$ cat src/rtl/bmul_seq.sv
// Sequencer that streams signed operand pairs through the fixed-cycle Booth multiplier (bmul).
// Optional zero-operand bypass: define BMUL_SEQ_ZERO_SKIP_EN.
module bmul_seq #(
  parameter int unsigned N       = 4,
  parameter int unsigned RUN_CYC = N + 1
) (
  input  logic           clk,
  input  logic           rst,
  input  logic           in_valid,
  output logic           in_ready,
  input  logic [N-1:0]   in_mu,
  input  logic [N-1:0]   in_mr,
  output logic           mul_rst,
  output logic           mul_ctrl,
  output logic [N-1:0]   mul_mu,
  output logic [N-1:0]   mul_mr,
  input  logic [2*N-1:0] mul_o,
  output logic           out_valid,
  input  logic           out_ready,
  output logic [2*N-1:0] out_p,
  output logic           busy
);

  localparam int unsigned PW = 2 * N;
  localparam int unsigned CW = (RUN_CYC > 1) ? $clog2(RUN_CYC) : 1;

  localparam logic [2:0] S_IDLE = 3'd0;
  localparam logic [2:0] S_CLR  = 3'd1;
  localparam logic [2:0] S_LOAD = 3'd2;
  localparam logic [2:0] S_RUN  = 3'd3;
  localparam logic [2:0] S_CAPT = 3'd4;

  logic [2:0]    state_q, state_d;
  logic [CW-1:0] cnt_q, cnt_d;
  logic [N-1:0]  mu_q, mu_d, mr_q, mr_d;
  logic [PW-1:0] out_p_q, out_p_d;
  logic          out_valid_q, out_valid_d;
  logic          in_ready_q, in_ready_d;
  logic          mul_rst_q, mul_rst_d;
  logic          mul_ctrl_q, mul_ctrl_d;
  logic          busy_q, busy_d;
  logic          in_xfer_c, skip_c;

  assign in_xfer_c = in_valid && in_ready_q;

`ifdef BMUL_SEQ_ZERO_SKIP_EN
  assign skip_c = (in_mu == '0) || (in_mr == '0);
`else
  assign skip_c = 1'b0;
`endif

  // Next-state and pin decode; pin values follow the state being entered so they are registered.
  always_comb begin
    state_d     = state_q;
    cnt_d       = cnt_q;
    mu_d        = mu_q;
    mr_d        = mr_q;
    out_p_d     = out_p_q;
    out_valid_d = out_valid_q;

    if (out_valid_q && out_ready) out_valid_d = 1'b0;

    case (state_q)
      S_IDLE: begin
        if (in_xfer_c) begin
          if (skip_c) begin
            out_p_d     = '0;
            out_valid_d = 1'b1;
          end else begin
            mu_d    = in_mu;
            mr_d    = in_mr;
            state_d = S_CLR;
          end
        end
      end
      S_CLR:  state_d = S_LOAD;
      S_LOAD: begin
        cnt_d   = '0;
        state_d = S_RUN;
      end
      S_RUN: begin
        if (cnt_q == CW'(RUN_CYC - 1)) state_d = S_CAPT;
        else                           cnt_d   = cnt_q + CW'(1);
      end
      S_CAPT: begin
        out_p_d     = mul_o;
        out_valid_d = 1'b1;
        state_d     = S_IDLE;
      end
      default: state_d = S_IDLE;
    endcase

    in_ready_d = (state_d == S_IDLE) && !out_valid_d;
    mul_rst_d  = (state_d != S_CLR);
    mul_ctrl_d = (state_d == S_RUN);
    busy_d     = (state_d != S_IDLE);
  end

  always_ff @(posedge clk or negedge rst) begin
    if (!rst) begin
      state_q     <= S_IDLE;
      cnt_q       <= '0;
      mu_q        <= '0;
      mr_q        <= '0;
      out_p_q     <= '0;
      out_valid_q <= 1'b0;
      in_ready_q  <= 1'b0;
      mul_rst_q   <= 1'b0;
      mul_ctrl_q  <= 1'b0;
      busy_q      <= 1'b0;
    end else begin
      state_q     <= state_d;
      cnt_q       <= cnt_d;
      mu_q        <= mu_d;
      mr_q        <= mr_d;
      out_p_q     <= out_p_d;
      out_valid_q <= out_valid_d;
      in_ready_q  <= in_ready_d;
      mul_rst_q   <= mul_rst_d;
      mul_ctrl_q  <= mul_ctrl_d;
      busy_q      <= busy_d;
    end
  end

  assign in_ready  = in_ready_q;
  assign mul_rst   = mul_rst_q;
  assign mul_ctrl  = mul_ctrl_q;
  assign mul_mu    = mu_q;
  assign mul_mr    = mr_q;
  assign out_valid = out_valid_q;
  assign out_p     = out_p_q;
  assign busy      = busy_q;

endmodule

$ cat config.mk
export PLATFORM = sky130hd
export DESIGN_NAME = bmul_seq
export DESIGN_NICKNAME = d
export VERILOG_FILES = /design/src/rtl/bmul_seq.sv
export SDC_FILE = /design/constraint.sdc
export NUM_CORES = 1
export LEC_CHECK = 0
export BUFFER_PORTS_ARGS = -buffer_cell sky130_fd_sc_hd__buf_2
export CORE_ASPECT_RATIO = 2
export CORE_MARGIN = 1
export CORE_UTILIZATION = 38
export DETAILED_ROUTE_END_ITERATION = 12
export GPL_TIMING_DRIVEN = 1
export PLACE_DENSITY_LB_ADDON = 0.15
export RECOVER_POWER = 25
export SYNTH_ARGS = -nofsm -noshare
export SYNTH_HDL_FRONTEND = slang
export SYNTH_SLANG_ARGS = --single-unit
$ cat constraint.sdc
create_clock -name clk -period 2.02 [get_ports clk]
set_input_delay 0.202 -clock clk [delete_from_list [all_inputs] [get_ports clk]]
set_output_delay 0.202 -clock clk [all_outputs]
set_load 0.01 [all_outputs]
After elaboration in Yosys (flattened, before gate mapping):

Index checks and enable logic that the tools add are counted.

* flip-flop bits (word level): 27
* bits of input ports: 20
* output and inout port bits: 21
* logic and storage cells: 36

* add/subtract/negate cells: 1
* equal/unequal tests: 8
* multiplexer cells: 7
* reductions and logical operators: 10

Operators by type and width (number)
* $pmux W3 S4: 1
* $eq A3 B2 Y1 const B: 3
* $mux W3: 3
* $eq A3 B3 Y1 const B: 2
* $logic_not A3 Y1: 2
* $pmux W3 S2: 1
* $reduce_and A2 Y1: 2
* $add A3 B1 Y3 const B: 1
* $eq A3 B1 Y1 const B: 1
* $logic_and A1 B1 Y1: 3
* $ne A3 B1 Y1 const B: 1
* $reduce_bool A3 Y1: 1
* $mux W1: 2
* $ne A2 B2 Y1 const B: 1
* $reduce_bool A2 Y1: 1
* $logic_not A1 Y1: 1

Longest topological paths before layout:

Gate-level depths: netlist of run 1.

* depth in word-level cells: 5
* depth in mapped cells: 5
* mapped depth without buffers: 5

Worst setup path after synthesis of run 1:

OpenSTA, ideal clock, no wires.

* path type: register -> register
* start: register state_q[2]
* end: register mr_q[0], in the netlist mul_mr[0]
* setup time: 0.125 ns
* arrival: 1.365 ns
* required time: 1.895 ns
* slack: 0.530 ns
* cell stages (with the launch flop): 4
* path buffers: 1
* clock period less this slack: 1.490 ns
* path through: dfrtp_1 buf_6 nor4_4 mux2_2

* cells in the longest elaborated chain, start to end: 2

RTL lines
* from (decl): line 33 `logic [2:0] state_q, state_d;`
* from (signal assigned): line 112 `state_q <= state_d;`
* $logic_not A3 Y1: line 63 `case (state_q)`
* $reduce_and A2 Y1 (no line)
* to (signal assigned): line 115 `mr_q <= mr_d;`
* to (decl): line 35 `logic [N-1:0] mu_q, mu_d, mr_q, mr_d;`

Every way passes these cells.
A chain may end at the register's enable or synchronous reset.

Worst setup path after layout of run 1:

* start: register state_q[1]
* end: register out_p_q[1], in the netlist out_p[1]

* cells in the longest elaborated chain, start to end: 1

RTL lines
* $eq A3 B3 Y1: line 63
* to (signal assigned): line 116 `out_p_q <= out_p_d;`
* to (decl): line 36 `logic [PW-1:0] out_p_q, out_p_d;`

Every way passes these cells.

==> results by group, run 1 <==
Drt
  • WL/cell: 12.8 µm
  • Final ANT Viol Nets: 0
  • Vias/cell: 4.82
  • DRT iter0 DRCs: 3
  • Vias: 714
  • Total routed wirelength: 1890 µm
  • Pre-Repair DR Iteration Count: 2
  • DR DRC count: 0

Yosys
  • Top post-synthesis cells by area: dfrtp_1 63%, mux2_2 18%, ha_1 2.3%
  • Yosys top cell by area: dfrtp_1
  • Syn nets: 98
  • #FFs+latches synth: 27
  • Asr flop ratio synth: 100%
  • Synth Warn #: 0
  • Post-synth top flop: dfrtp_1
  • Mapped cell area: 1070 µm²
  • Synth unique cells: 20
  • Syn Area/Cell: 14.1 µm²
  • Top cell type's share of synthesized area: 63.2%
  • Number of enable flip-flop cells after synthesis: 0
  • Mapped Cells: 76
  • Seq/Total Area, Yosys: 63.2%

Setup path
  • Worst path depth: 3
  • Worst reg2reg path depth: 3
  • CP Class: register to register
  • Crit path buf inv count: 0
  • CP max stage delay: 0.44 ns
  • Worst Path Arrival: 1.64 ns
  • Crit path max-delay cell type: dfrtp_1
  • Crit path max-delay family: simple AND/OR/NAND/NOR gates
  • Critical path peak fanout: 9
  • Crit end category: register
  • Setup crit start kind: register
  • Crit-path cells: nor2_1 > and2_2 > mux2_2
  • Data required, critical path: 2.18 ns

Flow run
  • Maxcap violations: 0

Pwr
  • Pwr dens: 1260 nW/µm²
  • Pleak: 0.660 nW
  • Peak VDD IR: 0.781 mV

Floorplan
  • Core Region: 2600 µm²
  • Starting density of the core: 41.1%
  • DIE HEIGHT: 77.0 µm
  • Die area: 3040 µm²
  • IO Pins: 41
  • Die Wd: 39.5 µm
  • Site row count: 26

Final layout
  • Antenna diodes: 0
  • Design area: 1340 µm²
  • Post-route core utilization: 51.5%
  • Area Growth Syn to Fin: 25.5%
  • Fraction of layout cells with a size suffix above 1: 47.5%
  • Final nets: 143

Clock network
  • Post_cts resized: 0
  • Clock Root Buffer: clkbuf_8
  • Setup bufs post-CTS: 0
  • Worst-path clk slew: 0.09 ns
  • Sink Count: 27
  • Num CTS Buffers: 3
  • CTS Hold Bufs: 1
  • Clock Latency Late Sink: 0.26 ns
  • Max Buffers Root-to-Sink: 2
  • CTS tree: yes
  • CTS H-tree lvls: 1

STA
  • Max-slew headroom: 56.3%
  • Hold Fails Final Rpt: 0
  • Layout Skew: 0.00447 ns
  • Fin Setup TNS: 0 ns
  • Endpoints failing setup: 0
  • Fmax: 677 MHz
  • Post-layout minimum cycle time: 1.48 ns
  • Tcrit/Tclk final: 73.2%
  • Final Max Slew Viols: 0
  • Worst slew pin tran: 0.655 ns
  • RSZ-0062 raised after global routing: false

Place
  • Post-DP Area: 1290 µm²
  • GPL Wtd Cong: 0.668
  • Final HPWL DP: 1470 µm
  • PortBufs: 40

Hold path
  • HP Class: primary input to register
  • Hold Path Depth: 2

Global routing
  • First-pass GRT wire length: 3090 µm
  • Total track usage: 14.0%
  • Vias in the first global route: 711
  • Initial antenna violation count: 0
  • Remaining global-route overflow: 0
  • Pin count of the biggest net entering global routing: 28

Run status
  • Status: finished clean
==> path summary, 6_finish.rpt <==
check                      startpoint         to  slack (ns)
max                        state_q[1]   out_p[1]        0.54
min                          mul_o[0]   out_p[0]        0.16
max reg2reg                state_q[1]   out_p[1]        0.54
min reg2reg                 out_valid   in_ready        0.50
max in group asynchronous         rst  mul_mr[3]        1.11
min in group asynchronous         rst   in_ready        0.49
==> area by class of cell <==
cell class / instances / area [µm²]
fill: 268 / 1260
sequential: 27 / 676
multi-input combinational: 41 / 354
timing repair buffer: 42 / 209
clock buffer: 4 / 45.0
tap: 28 / 35.0
inverter: 6 / 22.5
==> power breakdown <==
group          leakage, nW  internal (mW)  switching, mW
clock               0.0228          0.141          0.156
combinational        0.315          0.281          0.272
sequential           0.322          0.730          0.114
==> Yosys cell counts (2+ instances only) <==
cell type and n:
a21oi_1 3, dfrtp_1 27, ha_1 2, inv_1 6, mux2_2 17, nand2_1 5
nor2_1 2, nor3_1 2
==> layout by cell type, fill, tap and decap left out <==
cell type and n:
clkbuf_2 1, buf_2 32, dlygate4sd3_1 1, o21ai_0 1, nand3_1 1, clkbuf_1 8
dfrtp_1 27, nor4_4 1, and2_2 1, mux2_2 17, a211oi_1 1, nand2_1 5
and2b_2 1, inv_1 6, a21o_1 1, and3_1 1, a22o_1 1, buf_4 1
nor3_1 2, ha_1 2, a21oi_1 3, clkbuf_8 3, xnor2_1 1, nor2_1 2
==> logic make-up (layout without fill, tap and decap cells) <==
logic type | after synthesis | count (layout) | synth area share (%)
and+or+nand+nor | 14 | 14 | 7.96
AOI/OAI and AO/OA | 7 | 7 | 4.10
xor gates and xnor gates | 1 | 1 | 0.820
muxes | 17 | 17 | 17.9
buffers and inverters | 8 | 52 | 3.63
DFF | 27 | 27 | 63.2
adders and majority gates | 2 | 2 | 2.34
==> per-stage QoR <==
| stage | power, mW | cells | hold slack, ns | worst slack [ns] |
|---|---|---|---|---|
| 5_1_grt | 1.81 | 148 | 0.153 | 0.438 |
| 4_1_cts | 1.73 | 148 | 0.157 | 0.532 |
| 3_5_place_dp | 1.43 | 143 | 0.247 | 0.546 |
| 3_3_place_gp | 1.41 | 143 | 0.238 | 0.597 |
| 2_1_floorplan | 1.21 | 76 | -0.0936 | 0.530 |
| 6_report | 1.69 | 148 | 0.160 | 0.542 |
==> sequential cells by signal, indices dropped and copies added (netlist names) <==
| signal | cells |
|---|---|
| cnt_q | 3 |
| mul_rst | 1 |
| state_q | 3 |
| out_p | 8 |
| mul_mu | 4 |
| busy | 1 |
| out_valid | 1 |
| mul_mr | 4 |
| in_ready | 1 |
| mul_ctrl | 1 |
==> routing by layer <==
| metal | track usage [%] | wire length [µm] |
|---|---|---|
| met1 | 16.2 | 731 |
| met5 | 0 | 0 |
| met4 | 4.14 | 16 |
| met2 | 24.4 | 1070 |
| met3 | 2.60 | 70 |
Note: power is estimated with default switching activity, not from simulation.
==> run 2: changes to the inputs <==
Clock period 2.02 ns to 1.5 ns, I/O delays scaled along.
==> run 2 against run 1 <==
Clock power grew 40%. Register-to-register slack lost 0.44 ns. Design area grew 1.7%. Cell count grew 1.4%. Non-clock buffer count grew 2. Via count grew 2.9%. Global-route usage grew 0.83 points. Clock skew grew 0.00058 ns. Flip-flop and latch count is the same. First-iteration DRC count grew 100%. Power grew 38%. Critical endpoint is now mul_mu[1].
==> results by group, run 2 (synthesis results as in run 1) <==
Drt
  • Total routed wirelength: 2020 µm
  • WL/cell: 13.4 µm
  • DRT iter0 DRCs: 6
  • Pre-Repair DR Iteration Count: 4
  • DR DRC count: 0
  • Vias/cell: 4.90
  • Final ANT Viol Nets: 0
  • Vias: 735
  • Met2 WL: 1130 µm
  • Metal3 WL: 72 µm
  • WL met1: 783 µm
  • Max layer used: met4

Global routing
  • Total track usage: 14.9%
  • Pin count of the biggest net entering global routing: 28
  • First-pass GRT wire length: 3080 µm
  • Initial antenna violation count: 0
  • Vias in the first global route: 672
  • Remaining global-route overflow: 0

Floorplan
  • DIE HEIGHT: 77.0 µm
  • IO Pins: 41
  • Site row count: 26
  • Starting density of the core: 41.1%
  • Die Wd: 39.5 µm
  • Core Region: 2600 µm²
  • Die area: 3040 µm²

Place
  • Placed cell count: 145
  • PortBufs: 40
  • Final HPWL DP: 1510 µm
  • GPL Wtd Cong: 0.700

STA
  • Worst slew pin tran: 0.662 ns
  • Layout Skew: 0.00505 ns
  • Post-layout minimum cycle time: 1.40 ns
  • Endpoints failing setup: 0
  • Fin Setup TNS: 0 ns
  • Fmax: 717 MHz
  • Max-slew headroom: 55.9%
  • Hold Fails Final Rpt: 0
  • Worst Hold Slack: 0.101 ns
  • Tcrit/Tclk final: 93.0%
  • Final Max Slew Viols: 0
  • RSZ-0062 raised after global routing: false

Clock network
  • Worst-path clk slew: 0.09 ns
  • Clock Root Buffer: clkbuf_8
  • Clock Latency Late Sink: 0.27 ns
  • Max Buffers Root-to-Sink: 2
  • CTS tree: yes
  • Num CTS Buffers: 3
  • CTS H-tree lvls: 1
  • Sink Count: 27
  • CTS Hold Bufs: 1
  • Post_cts resized: 0
  • Setup bufs post-CTS: 0

Final layout
  • Max reg flops: 8
  • Commonest non-fill, non-tap cell in the layout: buf_2
  • Antenna diodes: 0
  • Final nets: 145
  • Final std cells w/o fill: 150
  • Most frequent cells in the layout: 38 x buf_2, 27 x dfrtp_1, 17 x mux2_2
  • Area Growth Syn to Fin: 27.6%
  • Fraction of layout cells with a size suffix above 1: 53.3%

Setup path
  • Worst Path Arrival: 1.56 ns
  • Crit path max-delay family: flip-flops
  • Data required, critical path: 1.67 ns
  • Critical path peak fanout: 10
  • Crit path buf inv count: 1
  • CP Class: register to register
  • Origin of the worst setup path: state_q[1]
  • Crit-path cells: nor4_4 > buf_4 > mux2_2
  • CP max stage delay: 0.44 ns
  • Crit end category: register
  • Setup crit start kind: register
  • Reg-to-reg critical path startpoint: state_q[1]
  • Crit path max-delay cell type: dfrtp_1

Pwr
  • Sw frac: 32.7%
  • Pwr dens: 1710 nW/µm²
  • Internal power: 1.57 mW
  • Net Sw Power: 765 µW
  • Seq pwr share: 48.3%
  • Logic pwr share: 33.9%
  • Peak VDD IR: 0.868 mV
  • Clock power share: 17.8%
  • Pleak: 0.682 nW

Flow run
  • Maxcap violations: 0

Run status
  • Status: finished clean

Hold path
  • HP Class: primary input to register
  • Hold wc startpoint: mul_o[2]
## run 2: changes by cell type in the layout (fill, tap and decap cells not counted), sizes merged
cell / before / now
clkinvlp: 0 / 1
buf: 33 / 40
clkbuf: 12 / 6
## run 2: metal layers
layer / GRT usage [%] / vias up
met5: 0 / -
met4: 7.24 / 0
met3: 2.60 / 4
met2: 24.3 / 23
met1: 17.5 / 360
li1: - / 348
## run 2: worst paths after layout
kind / to / slack, ns / cells past startpoint
setup / recovery: mul_mu[1] / 0.10 / 3
hold / removal: out_p[2] / 0.10 / 2
setup reg to reg: mul_mu[1] / 0.10 / 3
hold reg to reg: in_ready / 0.49 / 1
max in group asynchronous: out_p[4] / 0.64 / 2
min in group asynchronous: cnt_q[1] / 0.43 / 2
## run 2: area by class of cell
type	instances	area [µm²]
Clock buffer	3	41.3
Clock inverter	1	7.51
Fill cell	246	1240
Inverter	6	22.5
Multi-Input combinational cell	41	354
Sequential cell	27	676
Tap cell	28	35.0
Timing Repair Buffer	44	228
## run 2: through the flow
stage	utilization, %	worst slack [ns]	power, mW	area [µm²]
floorplan	-	0.0104	1.62	1070
global placement	50.3	0.142	1.92	1310
detailed placement	50.3	0.102	1.96	1310
CTS	52.6	0.0862	2.39	1370
global route	52.4	0.0519	2.49	1360
finish	52.4	0.105	2.34	1360
## run 2: power groups by stage
stage | clock (mW) | sequential (mW) | combinational [mW]
2_1_floorplan | 0 | 1.23 | 0.397
3_3_place_gp | 0 | 1.14 | 0.781
3_5_place_dp | 0 | 1.15 | 0.806
4_1_cts | 0.438 | 1.13 | 0.816
5_1_grt | 0.463 | 1.16 | 0.861
6_report | 0.416 | 1.13 | 0.792
==> run 3: changes to the inputs <==
Settings changed: BUFFER_PORTS_ARGS -buffer_cell sky130_fd_sc_hd__buf_2 to -buffer_cell sky130_fd_sc_hd__buf_4.
==> run 3 against run 2 <==
Critical path depth unchanged. Core utilization up 3.8 points. Die area unchanged. Via count is 0.27% higher. Critical path type unchanged. Largest cell class unchanged. Largest power group unchanged.
==> results by group, run 3 (synthesis results as in run 1) <==
Global routing
  • Pin count of the biggest net entering global routing: 28
  • Initial antenna violation count: 0
  • First-pass GRT wire length: 3240 µm
  • Total track usage: 14.9%
  • Vias in the first global route: 761
  • Remaining global-route overflow: 0

Final layout
  • Multi-input gate area in the final layout: 354 µm²
  • Final std cells w/o fill: 150
  • Most frequent cells in the layout: 42 x buf_4, 27 x dfrtp_1, 17 x mux2_2
  • Max reg flops: 8
  • Register Area: 676 µm²
  • Antenna diodes: 0
  • Area Growth Syn to Fin: 36.9%
  • Number of fill cells: 242
  • Commonest non-fill, non-tap cell in the layout: buf_4
  • Fraction of layout cells with a size suffix above 1: 54.1%
  • Post-route core utilization: 56.2%
  • Final nets: 145

Floorplan
  • DIE HEIGHT: 77.0 µm
  • Starting density of the core: 41.1%
  • IO Pins: 41
  • Core Region: 2600 µm²
  • Die area: 3040 µm²
  • Die Wd: 39.5 µm
  • Site row count: 26

Clock network
  • CTS tree: yes
  • Post_cts resized: 0
  • Worst-path clk slew: 0.09 ns
  • CTS H-tree lvls: 1
  • Clock Root Buffer: clkbuf_8
  • Max Buffers Root-to-Sink: 2
  • Num CTS Buffers: 3
  • Sink Count: 27
  • Clock Latency Late Sink: 0.26 ns

Drt
  • Pre-Repair DR Iteration Count: 3
  • DRT iter0 DRCs: 14
  • WL/cell: 13.4 µm
  • Vias: 737
  • Final ANT Viol Nets: 0
  • Total routed wirelength: 2010 µm
  • DR DRC count: 0
  • Vias/cell: 4.91

Setup path
  • Crit path max-delay family: flip-flops
  • Worst reg2reg path depth: 3
  • Origin of the worst setup path: state_q[1]
  • Crit path max-delay cell type: dfrtp_1
  • Crit-path cells: nor4_4 > buf_4 > mux2_2
  • Worst Path Arrival: 1.53 ns
  • Critical path peak fanout: 10
  • Crit path buf inv count: 1
  • CP max stage delay: 0.44 ns
  • Data required, critical path: 1.65 ns
  • Crit end category: register
  • Setup crit start kind: register
  • Worst path depth: 3
  • Reg-to-reg critical path startpoint: state_q[1]
  • CP Class: register to register

STA
  • Fmax: 723 MHz
  • Max-slew headroom: 56.0%
  • Tcrit/Tclk final: 92.2%
  • Hold Fails Final Rpt: 0
  • Final Max Slew Viols: 0
  • Worst slew pin tran: 0.659 ns
  • Worst Hold Slack: 0.113 ns
  • RSZ-0062 raised after global routing: false
  • Fin Setup TNS: 0 ns
  • Endpoints failing setup: 0
  • Layout Skew: 0.00212 ns
  • Post-layout minimum cycle time: 1.38 ns

Run status
  • Status: finished clean

Flow run
  • Maxcap violations: 0

Pwr
  • Pwr dens: 1670 nW/µm²
  • Pleak: 0.720 nW
  • Peak VDD IR: 1.03 mV

Hold path
  • Hold wc startpoint: mul_o[1]
  • Hold Path Depth: 2
  • HP Class: primary input to register

Place
  • Final HPWL DP: 1570 µm
  • GPL Wtd Cong: 0.688
  • PortBufs: 40
  • Placed cell count: 145
[run 3: final timing paths]
path                             end  slack [ns]
max in group asynchronous  mul_mu[1]        0.63
min reg2reg                 in_ready        0.49
min                         out_p[1]        0.11
max                        mul_mu[1]        0.12
max reg2reg                mul_mu[1]        0.12
min in group asynchronous   in_ready        0.44
[run 3: repair_timing]
item | in CTS | in global routing
setup buffers | 0 | 0
endpoints found under the hold margin | 27 | 0
hold buffers | 1 | 0
[run 3: per-layer routing]
| metal | track usage, % | share of wire [%] | routed length (µm) | vias to the layer above |
|---|---|---|---|---|
| met2 | 25.7 | 57 | 1150 | 21 |
| met4 | 5.17 | 0.85 | 17 | 0 |
| met1 | 17.1 | 38 | 770 | 366 |
| met3 | 2.60 | 3.4 | 68 | 2 |
| li1 | - | - | - | 348 |
| met5 | 0 | 0 | 0 | - |
[run 3: worst reg2reg max path: cells and delay by family, from the launching register on]
kind	cells	cell delay, ns
muxes	1	0.36
and+or+nand+nor	1	0.25
buffers and inverters	1	0.23
DFF	1	0.44
[run 3: power breakdown]
part | internal, mW | switching [mW]
clock network | 0.190 | 0.207
registers | 0.984 | 0.156
logic | 0.521 | 0.389
total | 1.69 | 0.753
[run 3: cell type report]
class	count	area share (%)
Multi-Input combinational cell	41	24.2
Inverter	6	1.54
Clock buffer	4	3.08
Timing Repair Buffer	44	22.6
Tap cell	28	2.40
Sequential cell	27	46.2
[run 3: stage by stage]
step | instance area, µm² | total power [mW] | setup slack, ns
floorplan | 1070 | 1.62 | 0.0104
global placement | 1410 | 2.05 | 0.156
detailed placement | 1410 | 2.09 | 0.131
CTS | 1470 | 2.49 | 0.118
global route | 1460 | 2.61 | 0.0716
finish | 1460 | 2.45 | 0.117
